### src/rtl/mem_pkg.sv
// Shared constants, FSM state type and request payload for the MEM-stage data-memory access unit.
package mem_pkg;

    localparam int unsigned XLEN = 32;
    localparam int unsigned BE_W = 4;

    localparam logic [2:0] F3_B  = 3'b000;
    localparam logic [2:0] F3_H  = 3'b001;
    localparam logic [2:0] F3_W  = 3'b010;
    localparam logic [2:0] F3_BU = 3'b100;
    localparam logic [2:0] F3_HU = 3'b101;

    typedef enum logic {
        ST_IDLE = 1'b0,
        ST_WAIT = 1'b1
    } mem_state_e;

    typedef struct packed {
        logic            we;
        logic [XLEN-1:0] addr;
        logic [BE_W-1:0] be;
        logic [XLEN-1:0] wdata;
    } dmem_req_t;

    function automatic logic f3_is_store_legal(input logic [2:0] f3);
        return (f3 == F3_B) || (f3 == F3_H) || (f3 == F3_W);
    endfunction

    function automatic logic f3_is_load_legal(input logic [2:0] f3);
        return (f3 == F3_B) || (f3 == F3_H) || (f3 == F3_W) ||
               (f3 == F3_BU) || (f3 == F3_HU);
    endfunction

endpackage

### src/rtl/mem_load_align.sv
// Extracts the addressed byte/halfword from a read word and sign- or zero-extends it.
module mem_load_align
    import mem_pkg::*;
(
    input  logic [XLEN-1:0] i_rdata,
    input  logic [1:0]      i_off,
    input  logic [2:0]      i_funct3,
    output logic [XLEN-1:0] o_data_c
);

    logic [7:0]  w_byte;
    logic [15:0] w_half;

    always_comb begin
        w_byte = 8'h00;
        case (i_off)
            2'd0:    w_byte = i_rdata[7:0];
            2'd1:    w_byte = i_rdata[15:8];
            2'd2:    w_byte = i_rdata[23:16];
            default: w_byte = i_rdata[31:24];
        endcase
        w_half = i_off[1] ? i_rdata[31:16] : i_rdata[15:0];

        o_data_c = '0;
        case (i_funct3)
            F3_B:    o_data_c = {{24{w_byte[7]}}, w_byte};
            F3_BU:   o_data_c = {24'h000000, w_byte};
            F3_H:    o_data_c = {{16{w_half[15]}}, w_half};
            F3_HU:   o_data_c = {16'h0000, w_half};
            F3_W:    o_data_c = i_rdata;
            default: o_data_c = '0;
        endcase
    end

endmodule

### src/rtl/mem_access_unit.sv
// MEM-stage data-RAM access: request generation, wait-state/timeout FSM and load formatting.
// Optional misaligned-access trap enabled by defining MEM_MISALIGN_TRAP_EN.
module mem_access_unit
    import mem_pkg::*;
#(
    parameter int unsigned TIMEOUT_CYCLES = 16,
    parameter int unsigned CNT_W          = $clog2(TIMEOUT_CYCLES + 1)
) (
    input  logic            clk,
    input  logic            reset,
    input  logic            mem_valid_i,
    input  logic            mem_read_i,
    input  logic            mem_write_i,
    input  logic [2:0]      funct3_i,
    input  logic [XLEN-1:0] addr_i,
    input  logic [XLEN-1:0] store_data_i,
    output logic            dmem_req_o,
    output logic            dmem_we_o,
    output logic [XLEN-1:0] dmem_addr_o,
    output logic [BE_W-1:0] dmem_be_o,
    output logic [XLEN-1:0] dmem_wdata_o,
    input  logic            dmem_ready_i,
    input  logic [XLEN-1:0] dmem_rdata_i,
    output logic [XLEN-1:0] Data_Load,
    output logic            stall_o,
    output logic            bus_err_o,
    output logic            misaligned_o
);

    mem_state_e       r_state;
    mem_state_e       w_state_nxt;
    logic [CNT_W-1:0] r_count;
    logic [CNT_W-1:0] w_count_nxt;

    logic             w_is_store;
    logic             w_is_load;
    logic             w_legal;
    logic             w_access;
    logic             w_mis;
    logic             w_go;
    logic             w_timeout;
    logic             w_req;
    logic [1:0]       w_off;
    dmem_req_t        w_dreq;
    logic [XLEN-1:0]  w_load_c;

    // A simultaneous read+write is treated as a store.
    assign w_is_store = mem_write_i;
    assign w_is_load  = mem_read_i & ~mem_write_i;
    assign w_legal    = w_is_store ? f3_is_store_legal(funct3_i)
                      : (w_is_load & f3_is_load_legal(funct3_i));
    assign w_access   = mem_valid_i & w_legal;

    // Halfwords drop addr[0], words drop addr[1:0]; the trap build flags those bits instead.
    always_comb begin
        w_off = addr_i[1:0];
        case (funct3_i[1:0])
            2'b01:   w_off = {addr_i[1], 1'b0};
            2'b10:   w_off = 2'b00;
            default: w_off = addr_i[1:0];
        endcase
    end

`ifdef MEM_MISALIGN_TRAP_EN
    assign w_mis = w_access & (w_off != addr_i[1:0]);
`else
    assign w_mis = 1'b0;
`endif

    assign w_go      = w_access & ~w_mis;
    assign w_timeout = (r_state == ST_WAIT) && (r_count == CNT_W'(TIMEOUT_CYCLES));

    always_comb begin
        w_dreq.we    = w_is_store;
        w_dreq.addr  = {addr_i[XLEN-1:2], 2'b00};
        w_dreq.be    = BE_W'(4'b1111);
        w_dreq.wdata = store_data_i;
        case (funct3_i[1:0])
            2'b00: begin
                w_dreq.be    = BE_W'(4'b0001 << w_off);
                w_dreq.wdata = {4{store_data_i[7:0]}};
            end
            2'b01: begin
                w_dreq.be    = BE_W'(4'b0011 << w_off);
                w_dreq.wdata = {2{store_data_i[15:0]}};
            end
            default: begin
                w_dreq.be    = BE_W'(4'b1111);
                w_dreq.wdata = store_data_i;
            end
        endcase
    end

    mem_load_align u_load_align (
        .i_rdata  (dmem_rdata_i),
        .i_off    (w_off),
        .i_funct3 (funct3_i),
        .o_data_c (w_load_c)
    );

    always_ff @(posedge clk) begin
        if (reset) begin
            r_state <= ST_IDLE;
            r_count <= '0;
        end else begin
            r_state <= w_state_nxt;
            r_count <= w_count_nxt;
        end
    end

    always_comb begin
        w_state_nxt = r_state;
        w_count_nxt = r_count;
        case (r_state)
            ST_IDLE: begin
                w_count_nxt = '0;
                if (w_go && !dmem_ready_i) begin
                    w_state_nxt = ST_WAIT;
                    w_count_nxt = CNT_W'(1);
                end
            end
            ST_WAIT: begin
                if (w_timeout || dmem_ready_i) begin
                    w_state_nxt = ST_IDLE;
                    w_count_nxt = '0;
                end else begin
                    w_count_nxt = r_count + CNT_W'(1);
                end
            end
            default: begin
                w_state_nxt = ST_IDLE;
                w_count_nxt = '0;
            end
        endcase
    end

    // Combinational outputs; reset forces everything low, even mid-wait.
    always_comb begin
        w_req        = 1'b0;
        bus_err_o    = 1'b0;
        misaligned_o = 1'b0;
        if (!reset) begin
            case (r_state)
                ST_IDLE: begin
                    w_req        = w_go;
                    misaligned_o = w_mis;
                end
                ST_WAIT: begin
                    w_req     = ~w_timeout;
                    bus_err_o = w_timeout;
                end
                default: w_req = 1'b0;
            endcase
        end
        dmem_req_o   = w_req;
        dmem_we_o    = w_req & w_dreq.we;
        dmem_addr_o  = w_req ? w_dreq.addr  : '0;
        dmem_be_o    = w_req ? w_dreq.be    : '0;
        dmem_wdata_o = w_req ? w_dreq.wdata : '0;
        stall_o      = w_req & ~dmem_ready_i;
        Data_Load    = (w_req && dmem_ready_i && w_is_load) ? w_load_c : '0;
    end

endmodule

### config.mk
export PLATFORM = sky130hd
export DESIGN_NAME = mem_access_unit
export DESIGN_NICKNAME = d
export VERILOG_FILES = /design/src/rtl/mem_pkg.sv /design/src/rtl/mem_load_align.sv /design/src/rtl/mem_access_unit.sv
export SDC_FILE = /design/constraint.sdc
export NUM_CORES = 1
export LEC_CHECK = 0
export BUFFER_PORTS_ARGS = -buffer_cell sky130_fd_sc_hd__clkbuf_2
export CAP_MARGIN = 10
export CELL_PAD_IN_SITES_DETAIL_PLACEMENT = 0
export CELL_PAD_IN_SITES_GLOBAL_PLACEMENT = 2
export CORE_MARGIN = 8
export CORE_UTILIZATION = 16
export DETAILED_ROUTE_END_ITERATION = 10
export GPL_ROUTABILITY_DRIVEN = 0
export GPL_TIMING_DRIVEN = 0
export PLACE_DENSITY_LB_ADDON = 0.25
export SLEW_MARGIN = 0
export SYNTH_ARGS = -nofsm -noshare
export SYNTH_HDL_FRONTEND = slang
export SYNTH_SLANG_ARGS = --single-unit
export TNS_END_PERCENT = 1
### constraint.sdc
create_clock -name clk -period 2.8 [get_ports clk]
set_clock_uncertainty 0.05 [all_clocks]
set_input_delay 0.56 -clock clk [delete_from_list [all_inputs] [get_ports clk]]
set_output_delay 0.56 -clock clk [all_outputs]
set_load 0.02 [all_outputs]
-- After elaboration in Yosys (flattened, before gate mapping)
Index checks and enable logic that the tools add are counted.
- flip-flop bits (word level): 6
- bits in latches: 0
- memory bits (writable): 0
- bits in read-only memories: 0
- input bits: 105
- logic and storage cells: 56
- memories kept: 0
- add/subtract/negate cells: 1
- multiply operators: 0
- divide/modulo/power cells: 0
- magnitude comparators: 0
- equality and inequality tests: 9
- shifts and indexed selects: 2
- muxes and demuxes: 20
- bitwise gates (word level): 9
- reductions and logical operators: 13
- operators by type and width (kind ; number):
    case mux 32 bit (5 select lines) ; 1
    2-to-1 mux 32 bit ; 3
    case mux 36 bit (2 select lines) ; 1
    case mux 8 bit (3 select lines) ; 1
    2-to-1 mux 16 bit ; 1
    case mux 5 bit (2 select lines) ; 1
    2-to-1 mux 1 bit ; 7
    equality test 3 bit, second input constant ; 2
    adder 5 x 1 -> 5 bit, second input constant ; 1
    AND 1 bit ; 5
    equality test 5 bit, second input constant ; 1
    logical OR 1 bit ; 5
    2-to-1 mux 5 bit ; 1
    equality test 2 x 1 -> 1 bit, second input constant ; 2
    equality test 2 bit, second input constant ; 2
    logical AND 1 bit ; 4
    zero test 2 bit ; 2
    2-to-1 mux 4 bit ; 1
    inverter 1 bit ; 4
    case mux 1 bit (2 select lines) ; 2
    case mux 2 bit (2 select lines) ; 1
    left shift 1 x 2 -> 4 bit, first input constant ; 1
    left shift 2 x 2 -> 4 bit, first input constant ; 1
    equality test 3 x 1 -> 1 bit, second input constant ; 1
    3 further kinds ; 3

-- Logic depth before layout (Yosys ltp)
- word-level depth: 13
- depth in mapped cells: 9

-- Cells and area by module
A second synthesis with hierarchy kept.
- cells, all modules: 393
- area total of the unflattened synthesis: 2482.4 µm²
- by module, submodules not included (module ; instances ; cells each ; area an instance (µm²) ; sequential area each (µm²)):
    mem_access_unit ; 1 ; 259 ; 1411.4 ; 120.1
    mem_load_align ; 1 ; 134 ; 1071.0 ; 0.0

-- Worst setup path before layout
No wires, ideal clock.
- kind: input -> output
- start point: input port funct3_i[0]
- end point: output port Data_Load[1]
- arrival time: 2.192 ns
- slack: -0.002 ns
- stages on the path: 8
- buffers on the path: 2
- cells stage by stage: inv_1 ha_1 nand2b_1 clkbuf_2 and3_1 buf_2 a221oi_1 a221oi_1
- word-level cells in the longest chain between the ends: 13
- RTL lines (element ; RTL line ; text):
    from (decl) ; mem_access_unit.sv:14 ; input logic [2:0] funct3_i,
    equality test 3 x 1 -> 1 bit or zero test 3 bit (tied branches) ; mem_pkg.sv:26, mem_pkg.sv:30, mem_load_align.sv:25 ;
    logical OR 1 bit (2 in series) ; mem_pkg.sv:26, mem_pkg.sv:30 ;
    logical OR 1 bit ; mem_pkg.sv:30 ; return (f3 == F3_B) || (f3 == F3_H) || (f3 == F3_W) ||
    logical OR 1 bit ; mem_pkg.sv:31 ; (f3 == F3_BU) || (f3 == F3_HU);
    AND 1 bit ; mem_access_unit.sv:51 ; : (w_is_load & f3_is_load_legal(funct3_i));
    2-to-1 mux 1 bit ; mem_access_unit.sv:50 ; assign w_legal = w_is_store ? f3_is_store_legal(funct3_i)
    AND 1 bit ; mem_access_unit.sv:52 ; assign w_access = mem_valid_i & w_legal;
    case mux 1 bit (2 select lines) ; mem_access_unit.sv:143 ; case (r_state)
    2-to-1 mux 1 bit ; mem_access_unit.sv:142 ; if (!reset) begin
    logical AND 1 bit (2 in series) ; mem_access_unit.sv:161 ; Data_Load = (w_req && dmem_ready_i && w_is_load) ? w_load_c : '0;
    2-to-1 mux 32 bit (*) ; mem_access_unit.sv:161 ;
    to (decl) ; mem_access_unit.sv:24 ; output logic [XLEN-1:0] Data_Load,
Mark *: on every way between the ends. The rest lies on a longest branch, timed or not.

-- Worst setup path after layout
- start point: input port funct3_i[1]
- end point: output port Data_Load[0]
Same word-level chain as after synthesis.

==> out/qor.csv <==
metric;value;unit
synth-edff-count;0;
synth_ff_type;dfxtp_1;
layout_common_cells;clkbuf_2, buf_4, nand2_1;
die-area;17280;µm²
cp.required;2.19;ns
finalInstanceArea;4144;µm²
drv_slew;0;
htree_levels;1;
grt_pass1_vias;3427;
core_area;13140;µm²
grt_pass1_wl;19860;µm
crit_path_max_fanout;6;
drc;0;
fmax;354.3;MHz
first_pass_iters;5;
fp.dieH;131.5;µm
setup_viol;1;
synth_area;2133;µm²
timing.final.crit_share;100.8;%
async_flop_share;0;%
drt_iter0_drc;156;
critical-path-max-stage-delay;0.32;ns
ys_seq_elements;6;
numCtsBuffers;3;
drt_wl_total;13120;µm
max-clock-path-buffers;2;
area_delta_synth_final;94.25;%
path_cells;clkbuf_2, inv_2, ha_4, nand2b_1, clkbuf_8, and3_4, buf_6, a221oi_1, a221oi_1, buf_4;
root_buffer;clkbuf_16;
violations;setup timing;
fin_util;31.54;%
run_status;finished, violations left;
antenna_found_initial;0;
worstSetupPathType;in -> out;
cpMostUsedCell;a221oi_1;
grt_max_degree;11;
critPathTopFamily;buffers and inverters;
rows;42;
fillers;1484;
clock_sinks;6;
grt-ovfl-total;0;
seq_area_frac_synth;5.630;%
syn_inst;334;
ant_nets;0;
maxCapViolCount;0;
r2r_slack;1.33;ns
dr_total_vias;3306;
place.port_buffers;204;
clk_pin_slew;0.03;ns
ys_types;50;
finalHoldViolations;0;
initial_core_util;16.24;%
peakVddDrop;0.2710;mV
crit_buf_inv;5;
wl_per_cell;17.82;µm
crit_arrival;2.21;ns
end_kind;output pin;
min_period;2.822;ns
num_antenna_cells;0;
hold_class;reg -> reg;
rsz0062_at_grt;true;
cellLeakagePower;1.975;nW
hpwl;10960;µm
postCtsHoldBufs;0;
clk_latency;0.23;ns
yosys_warnings;0;
die_w;131.5;µm
viasPerCell;4.492;
mostFrequentLayoutCell;clkbuf_2;
grt.total_usage;14.20;%
cp_slowest_cell;a221oi_1;
syn-mean-instance-area;6.387;µm²
powerDensity;207.3;nW/µm²
worst_slack;-0.02218;ns
cts_tree;yes;
dpl_cell_area;3388;µm²
nets;672;
boundaryPins;210;
start_kind;input pin;
drive_above_1_share;58.75;%
-- tightest hold or removal path, cell delays in order, from the launching register on --
cell     delay (ns)
dfxtp_1        0.33
xor2_1         0.07
nor2_1         0.08
-- Yosys cell counts (2+ instances only) --
cell type	instances	area [µm²]
ha_1	5	62.56
nor2b_1	2	12.51
a21oi_2	18	157.7
a21oi_1	47	235.2
nand2b_1	4	25.02
buf_6	2	22.52
xor2_1	2	17.52
o21ai_0	9	45.04
buf_2	12	60.06
a22oi_1	13	97.59
and3_1	3	18.77
dfxtp_1	6	120.1
nand2_1	61	229.0
or2_2	2	12.51
a221oi_1	12	105.1
a31oi_1	8	50.05
clkbuf_2	2	10.01
nor2_2	2	12.51
nor3_1	4	20.02
inv_1	6	22.52
nor2_1	24	90.09
clkbuf_1	9	33.78
mux2_2	6	67.56
and2_1	40	250.2
buf_4	5	37.54
nand3_1	4	20.02
mux2i_1	3	30.03
-- per-stage QoR --
step | setup TNS (ns) | setup WS, ns | hold slack [ns] | cells | power (mW)
floorplan | -0.006857 | -0.002286 | 0.4212 | 336 | 0.3480
finish | -0.02218 | -0.02218 | 0.4621 | 736 | 0.8592
detailed placement | -21.07 | -0.5623 | 0.4623 | 716 | 0.5351
CTS | -0.01330 | -0.004350 | 0.4725 | 732 | 0.8360
global route | -2.424 | -0.1377 | 0.5077 | 736 | 0.9195
global placement | -19.52 | -0.5419 | 0.4446 | 716 | 0.5324
-- registers in the layout, summed over array words and instances (netlist names) --
register / cells
r_count: 5
r_state: 1
-- metal layers --
| metal | share of wire [%] | track usage, % | vias to the layer above |
|---|---|---|---|
| met5 | 0 | 0 | - |
| met4 | 0.45 | 2.616 | 0 |
| met3 | 6.8 | 3.163 | 5 |
| met2 | 51 | 25.90 | 131 |
| met1 | 42 | 16.65 | 1538 |
| li1 | - | - | 1632 |
-- logic make-up after synthesis --
family                   synth area share, %
flip-flops                             5.631
buffers and inverters                  9.853
XOR/XNOR                               1.232
adder cells (fa/ha/maj)                2.933
other                                 0.1758
multiplexers                           4.575
AND/OR/NAND/NOR                        34.55
AO/OA/AOI/OAI                          41.06
-- power by group --
part / switching [mW] / total (mW) / internal [mW]
Clock: 0.0499 / 0.233 / 0.183
Combinational: 0.306 / 0.538 / 0.232
Sequential: 0.000995 / 0.0880 / 0.0870
-- path summary, 6_finish.rpt --
check,endpoint,depth (start not counted),startpoint
min reg2reg,r_count[4],2,r_count[4]
min,r_count[4],2,r_count[4]
max reg2reg,r_count[4],6,r_count[0]
max,Data_Load[0],10,funct3_i[1]
-- repair_timing --
item                       4_1_cts  5_1_grt
setup endpoints to repair       97       98
cloned                           1        0
buffers inserted                13        4
resized for setup               73      157
pin swaps                       11        7
-- final cells by class --
class,count,area (µm²),area share [%]
Sequential cell,6,121.4,2.929
Buffer,30,241.5,5.827
Multi-Input combinational cell,292,2047,49.40
Timing Repair Buffer,222,1410,34.03
Tap cell,176,220.2,5.314
Clock buffer,3,75.07,1.812
Inverter,7,28.78,0.6944
Note: power is estimated with default switching activity, not from simulation.
